==> config.mk <==
export PLATFORM = sky130hd
export DESIGN_NAME = sample_packet_framer
export DESIGN_NICKNAME = d
export VERILOG_FILES = /design/src/rtl/sample_packet_framer_pkg.sv /design/src/rtl/sample_packet_framer_sat_counter.sv /design/src/rtl/sample_packet_framer.sv
export SDC_FILE = /design/constraint.sdc
export NUM_CORES = 1
export LEC_CHECK = 0
export CORE_ASPECT_RATIO = 1.2
export CORE_MARGIN = 2
export CORE_UTILIZATION = 49
export CTS_CLUSTER_SIZE = 25
export DETAILED_ROUTE_END_ITERATION = 10
export GPL_TIMING_DRIVEN = 0
export PLACE_DENSITY = 0.78
export SKIP_CTS_REPAIR_TIMING = 1
export SLEW_MARGIN = 0
export SYNTH_ARGS = -nofsm -noshare
export SYNTH_HDL_FRONTEND = slang
export SYNTH_SLANG_ARGS = --single-unit
==> constraint.sdc <==
create_clock -name clk -period 2.67 [get_ports clk]
set_input_delay 0.534 -clock clk [delete_from_list [all_inputs] [get_ports clk]]
set_output_delay 0.534 -clock clk [all_outputs]
set_load 0.01 [all_outputs]
==> src/rtl/sample_packet_framer_pkg.sv <==
// sample_packet_framer_pkg -- widths, sync byte, state codes and packet length shared by analyser and framer.
// Rev 1.0
`default_nettype none

package sample_packet_framer_pkg;

  localparam int         ANA_DATA_WIDTH    = 8;
  localparam int         ANA_TIME_WIDTH    = 32;
  localparam logic [7:0] DEFAULT_SYNC_BYTE = 8'hA5;
  localparam int         DEFAULT_DROP_W    = 8;

  typedef logic [1:0] state_t;
  localparam state_t ST_IDLE = 2'd0;
  localparam state_t ST_SEND = 2'd1;
  localparam state_t ST_DONE = 2'd2;

  // Sync byte + data byte + one byte per timestamp octet.
  function automatic int pkt_bytes(input int time_width);
    return 2 + time_width / 8;
  endfunction

endpackage

`default_nettype wire

==> src/rtl/sample_packet_framer_sat_counter.sv <==
// sat_counter -- up counter that sticks at all-ones; synchronous active-low clear.
// Rev 1.0
`default_nettype none

module sat_counter #(
  parameter int WIDTH = 8
) (
  input  logic             clk,
  input  logic             rst,
  input  logic             inc,
  output logic [WIDTH-1:0] count
);

  always_ff @(posedge clk) begin
    if (!rst) begin
      count <= '0;
    end else if (inc && (count != '1)) begin
      count <= count + 1'b1;
    end
  end

endmodule

`default_nettype wire

==> src/rtl/sample_packet_framer.sv <==
// sample_packet_framer -- frames analyser sample events into sync/data/time byte packets on a valid/ready stream.
// Rev 1.0
`default_nettype none

module sample_packet_framer
  import sample_packet_framer_pkg::*;
#(
  parameter int         DATA_WIDTH = ANA_DATA_WIDTH,
  parameter int         TIME_WIDTH = ANA_TIME_WIDTH,
  parameter logic [7:0] SYNC_BYTE  = DEFAULT_SYNC_BYTE,
  parameter int         DROP_WIDTH = DEFAULT_DROP_W
) (
  input  logic                  clk,
  input  logic                  rst,
  input  logic [DATA_WIDTH-1:0] sample_data,
  input  logic [TIME_WIDTH-1:0] sample_time,
  input  logic                  sample_valid,
  output logic                  data_sent,
  output logic [7:0]            tx_data,
  output logic                  tx_valid,
  input  logic                  tx_ready,
  output logic                  busy,
  output logic [DROP_WIDTH-1:0] drop_count
);

  localparam int PKT_N      = pkt_bytes(TIME_WIDTH);
  localparam int TIME_BYTES = TIME_WIDTH / 8;
  localparam int IDX_W      = $clog2(PKT_N);
  localparam logic [IDX_W-1:0] LAST_IDX = IDX_W'(PKT_N - 1);

  state_t                 state;
  logic [IDX_W-1:0]       index;
  logic [DATA_WIDTH-1:0]  hold_data;
  logic [TIME_WIDTH-1:0]  hold_time;
  logic [7:0]             byte_sel;
  logic                   xfer;

  assign xfer = (state == ST_SEND) && tx_ready;

  // DONE behaves like IDLE for capture so back-to-back packets need only one idle cycle.
  always_ff @(posedge clk) begin
    if (!rst) begin
      state     <= ST_IDLE;
      index     <= '0;
      hold_data <= '0;
      hold_time <= '0;
    end else begin
      case (state)
        ST_IDLE, ST_DONE: begin
          if (sample_valid) begin
            hold_data <= sample_data;
            hold_time <= sample_time;
            index     <= '0;
            state     <= ST_SEND;
          end else begin
            state <= ST_IDLE;
          end
        end
        ST_SEND: begin
          if (xfer) begin
            if (index == LAST_IDX) begin
              state <= ST_DONE;
            end else begin
              index <= index + 1'b1;
            end
          end
        end
        default: state <= ST_IDLE;
      endcase
    end
  end

  always_comb begin
    byte_sel = 8'h00;
    if (index == IDX_W'(0)) begin
      byte_sel = SYNC_BYTE;
    end else if (index == IDX_W'(1)) begin
      byte_sel = hold_data[7:0];
    end else begin
      for (int k = 0; k < TIME_BYTES; k++) begin
        if (index == IDX_W'(k + 2)) begin
          byte_sel = hold_time[TIME_WIDTH-1-8*k -: 8];
        end
      end
    end
  end

  // All stream outputs decode registered state only; tx_ready never reaches tx_valid.
  assign tx_valid  = (state == ST_SEND);
  assign tx_data   = (state == ST_SEND) ? byte_sel : 8'h00;
  assign data_sent = (state == ST_DONE);
  assign busy      = (state != ST_IDLE);

  sat_counter #(
    .WIDTH (DROP_WIDTH)
  ) u_drop_counter (
    .clk   (clk),
    .rst   (rst),
    .inc   (sample_valid && (state == ST_SEND)),
    .count (drop_count)
  );

endmodule

`default_nettype wire

======== Word level (Yosys, flattened, before mapping) ========
Cells that the tools add are included.
cells by class
  add/subtract/negate cells ............... 2
  equal/unequal tests ..................... 12
  muxes and demuxes ....................... 15
  reduce and logical (&&, ||, !) cells .... 11
operators by type and width
  cell                                                    count
  2-to-1 mux 8 bit                                        7
  2-to-1 mux 3 bit                                        3
  adder 8 x 1 -> 8 bit (second input constant)            1
  inequality test 8 bit (second input constant)           1
  equality test 3 x 2 -> 1 bit (second input constant)    2
  equality test 3 bit (second input constant)             2
  one-hot mux 3 bit (2 select lines)                      1
  2-to-1 mux 2 bit                                        2
  inequality test 2 x 1 -> 1 bit (second input constant)  2
  inequality test 2 bit (second input constant)           2
  one-hot mux 2 bit (2 select lines)                      1
  AND reduction 2 bit                                     2
  AND reduction 4 bit                                     1
  nonzero test 2 bit                                      2
  adder 3 x 1 -> 3 bit (second input constant)            1
  equality test 3 x 1 -> 1 bit (second input constant)    1
  logical AND 1 bit                                       3
  zero test 3 bit                                         1
  equality test 2 x 1 -> 1 bit (second input constant)    1
  equality test 2 bit (second input constant)             1
  zero test 2 bit                                         1
  OR reduction 2 bit                                      1
  2-to-1 mux 1 bit                                        1
word-level totals
  flip-flop bits (word level) ............. 53

======== Depth between registers and ports, before layout ========
Gate-level depths: netlist of the first run.
  word-level depth ........................ 8
  depth in mapped cells ................... 8
  gate-level depth less buffers ........... 5

======== Modules after synthesis ========
A second synthesis of the first run with hierarchy kept.
unflattened totals
  cells, all modules ...................... 317
  area, all modules ....................... 2441.1 um^2
modules (own cells, without submodules)
  module                instances  cells an instance  area an instance (um^2)  seq. area each (um^2)
  sample_packet_framer  1          270                2037.0                   900.9
  sat_counter           1          47                 404.1                    160.2

======== Worst setup path before layout of the first run ========
No wires, ideal clock.
  path kind ............................... register to output
  from .................................... register index[2]
  to ...................................... output tx_data[6]
  arrival time ............................ 1.650 ns
  setup slack ............................. 0.486 ns
  stages on the path, launching flop included .. 9
  cells stage by stage .................... dfxtp_1 buf_4 buf_2 inv_1 ha_1 buf_2 nor4bb_1 o221ai_1 a21oi_1
on the way
  longest elaborated chain between the ends .. 8
  elaborated cells between the ends (all ways) .. 13
ends and longest elaborated chain
  element                        RTL line                    text
  from (decl)                    sample_packet_framer.sv:32  logic [IDX_W-1:0] index;
  from (signal assigned)         sample_packet_framer.sv:64  index <= index + 1'b1;
  equality test 3 x 2 -> 1 bit   sample_packet_framer.sv:81  if (index == IDX_W'(k + 2)) begin
  2-to-1 mux 8 bit (4 in a row)  sample_packet_framer.sv:81
  2-to-1 mux 8 bit               sample_packet_framer.sv:77  end else if (index == IDX_W'(1)) begin
  2-to-1 mux 8 bit *             sample_packet_framer.sv:75  if (index == IDX_W'(0)) begin
  2-to-1 mux 8 bit *             sample_packet_framer.sv:90  assign tx_data = (state == ST_SEND) ? byte_sel : 8'h00;
  to (decl)                      sample_packet_framer.sv:19  output logic [7:0] tx_data,
Mark *: on every way between the ends. The rest lies on a longest branch, timed or not.

======== Worst setup path after layout of the first run ========
  from .................................... register index[0]
  to ...................................... output tx_data[4]
The elaborated chain is that of the path after synthesis.

==> impl_results.md, run 1 <==
* Syn Inst Count at 314
* Worst Path Arrival at 2.10 ns
* Largest net degree at the start of global routing at 16
* Post-route ant nets at 0
* First-pass DRT Iterations at 4
* Async SR Flop Fraction at 0%
* Nets at 441
* Power per cell area at 455 nW/um2
* Share of layout cells above drive strength 1 at 15.1%
* Worst hold path type: reg2reg
* All-Layer GR Usage at 22.0%
* Synth area leaders: dfxtp_1 (41%), nand2_1 (14%), a21oi_1 (9.6%), mux2i_1 (3.5%), ha_1 (2.9%)
* Slew Viols, Final at 0
* CTS tree: done
* Gpl congestion at 0.897
* Syn avg cell area at 8.28 um2
* CORE AREA at 5190 um2
* Site row count at 29
* Top cell type's share of synthesized area at 40.8%
* Register-to-Register Path Depth at 4
* Maximum clock frequency at 380 MHz
* DRC viols at 0
* CTS Buf Count at 5
* Max-slew headroom at 68.3%
* Critical path launch point: index[0]
* Post-DP HPWL at 4810 um
* Actual slew at the worst max-slew pin at 0.475 ns
* Final period demand of the worst path at 2.63 ns
* Clk root buf: clkbuf_8
* Inst Count DP at 437
* Starting Density at 50.1%
* Final hold vios at 0
* Yosys warning total at 0
* Worst VDD drop at 0.400 mV
* Post-synth top area cell: dfxtp_1
* Worst endpoint required time at 2.14 ns
* R2R Setup Slk at 1.21 ns
* Clk Latency, worst-skew pair at 0.31 ns
* Detailed Route Iter0 Violations at 109
* Die Ht at 83.8 um
* Max cap viols at 0
* Vias in the first global route at 2339
* Area delta synth->final at 36.9%
* Clock transition at path regs at 0.09 ns
* CTS max path bufs at 2
* Endpoints failing setup at 0
* DIE WIDTH at 70.5 um
* # H-tree levels at 2
* Number of flops mapped to enable cells by yosys at 0
* Leakage at 1.41 nW
* Critical path capture point: tx_data[4]
* Hold Startpoint: hold_time[20]
* Power, Total at 1.62 mW
* Sink Count at 53
* Non-Filler Instances at 454
* Vias per std cell at 5.41
* Clk_skew at 0.00584 ns
* Reg2reg end: u_drop_counter.count[0]
* Worst hold margin at 0.464 ns
* Top FF cell, synth: dfxtp_1
* WL per Instance at 14.8 um
* Final WL at 6700 um
* Final Cycle Share at 98.6%
* Seq/Total Area, Yosys at 40.8%
* Crit. End Element: output pin
* Crit Path Class: reg2out
* Status: finished, final reports clean
* Die Area at 5910 um2
* Via count at 2456
* Reg-to-reg startpoint: u_drop_counter.count[0]
* First-pass GRT wire length at 10400 um
* CP max FO at 4
* Syn Nets at 364
* Antenna violations before repair at 0
* Port bufs at 61
* Grt total ovfl at 0
* ANT cells at 0
* # IOs at 63
* Synth unique cells at 42
* CP Launch Type: flip-flop
* Fillers at 442
* #FFs+latches synth at 53
* Cell area after synthesis at 2600 um2
[Yosys cell counts, types with 2 or more instances]
| cell | n |
|---|---|
| a211oi_1 | 5 |
| a21oi_1 | 50 |
| a222oi_1 | 4 |
| a22o_1 | 4 |
| a2bb2oi_1 | 4 |
| buf_2 | 9 |
| buf_4 | 3 |
| buf_6 | 6 |
| clkbuf_1 | 5 |
| dfxtp_1 | 53 |
| ha_1 | 6 |
| inv_1 | 7 |
| mux2_2 | 4 |
| mux2i_1 | 9 |
| nand2_1 | 98 |
| nand2b_1 | 5 |
| nand3_1 | 4 |
| nor4_1 | 2 |
| nor4bb_1 | 4 |
| o211ai_1 | 4 |
| o221ai_1 | 4 |
| o22ai_1 | 4 |
[cell families after synthesis]
family / after synthesis / synth area share, %
compound gates: 85 / 21.5
mux: 13 / 5.20
simple gates: 125 / 22.2
buf+inv: 32 / 7.41
fa+ha+maj: 6 / 2.89
flops: 53 / 40.8
[flip-flops by register name, indices dropped and copies added, names as in the netlist]
name                  count
index                     3
hold_time                32
state                     2
hold_data                 8
u_drop_counter.count      8
[power breakdown]
group          internal (mW)  leakage (nW)  switching (mW)  total (mW)
logic                  0.139         0.922           0.127       0.266
registers              0.831         0.435          0.0281       0.859
clock network          0.235        0.0542           0.261       0.495
total                   1.20          1.41           0.416        1.62
[worst min path at each step]
stage                     depth (start not counted)       endpoint  slack (ns)
after global routing                              2  hold_time[10]        0.48
final                                             2  hold_time[20]        0.46
after CTS                                         2  hold_time[27]        0.46
after detailed placement                          2  hold_time[27]        0.45
after floorplan                                   2  hold_time[25]        0.43
after global placement                            2   hold_data[6]        0.44
[placed cells by master (no fill, tap or decap), drive strengths merged, types with 2 or more instances in the layout]
master,instances
a211oi,5
a21o,2
a21oi,50
a222oi,4
a22o,4
a2bb2oi,4
and4,2
buf,27
clkbuf,14
clkdlybuf4s50,53
clkinv,2
dfxtp,53
dlymetal6s2s,6
ha,6
inv,8
mux2,4
mux2i,9
nand2,98
nand2b,5
nand3,4
nor4,2
nor4bb,4
o211ai,4
o221ai,4
o22ai,4
[area by class of cell]
| cell class | instances | area [um2] | area share [%] |
|---|---|---|---|
| flip-flops and latches | 53 | 1060 | 29.9 |
| multi-input cells | 229 | 1390 | 39.1 |
| well taps | 62 | 77.6 | 2.18 |
| repair buffers | 70 | 701 | 19.7 |
| clock buffers | 7 | 96.3 | 2.71 |
| plain buffers | 23 | 181 | 5.10 |
| inverters | 9 | 41.3 | 1.16 |
| clock inverters | 1 | 5.00 | 0.141 |
[per-layer routing]
metal  up-vias  GRT usage [%]  routed length [um]
met1      1121           26.8                2880
met4         0           7.87                 184
li1       1249              -                   -
met2        68           38.3                3290
met5         -              0                   0
met3        18           3.74                 350
[worst max-delay path, cell delays in order, from the launching register on]
cell and delay, ns:
dfxtp_2 0.35, ha_1 0.23, ha_4 0.20, buf_4 0.14, nor4bb_1 0.30, o221ai_1 0.19
a21oi_1 0.18, dlymetal6s2s_1 0.18
[metrics by stage]
step	util, %	setup slack, ns	TNS (ns)	cell area (um2)
6_report	68.6	0.0380	0	3560
4_1_cts	65.3	-0.621	-4.28	3390
3_5_place_dp	63.4	-0.282	-1.51	3290
3_3_place_gp	63.4	-0.272	-1.45	3290
2_1_floorplan	-	0.486	0	2600
5_1_grt	68.6	-0.0282	-0.0282	3560
No activity file was read; power rests on OpenSTA's default activity.
==> run 2, diff against run 1 <==
- CAP_MARGIN: default -> 40
==> results of run 2 <==
Same layout as run 1: the final DEF is identical, and so are final timing and power.
==> run 3, diff against run 2 <==
- CTS_CLUSTER_DIAMETER: default -> 100
==> results of run 3 <==
Same layout as run 1: the final DEF is identical, and so are final timing and power.
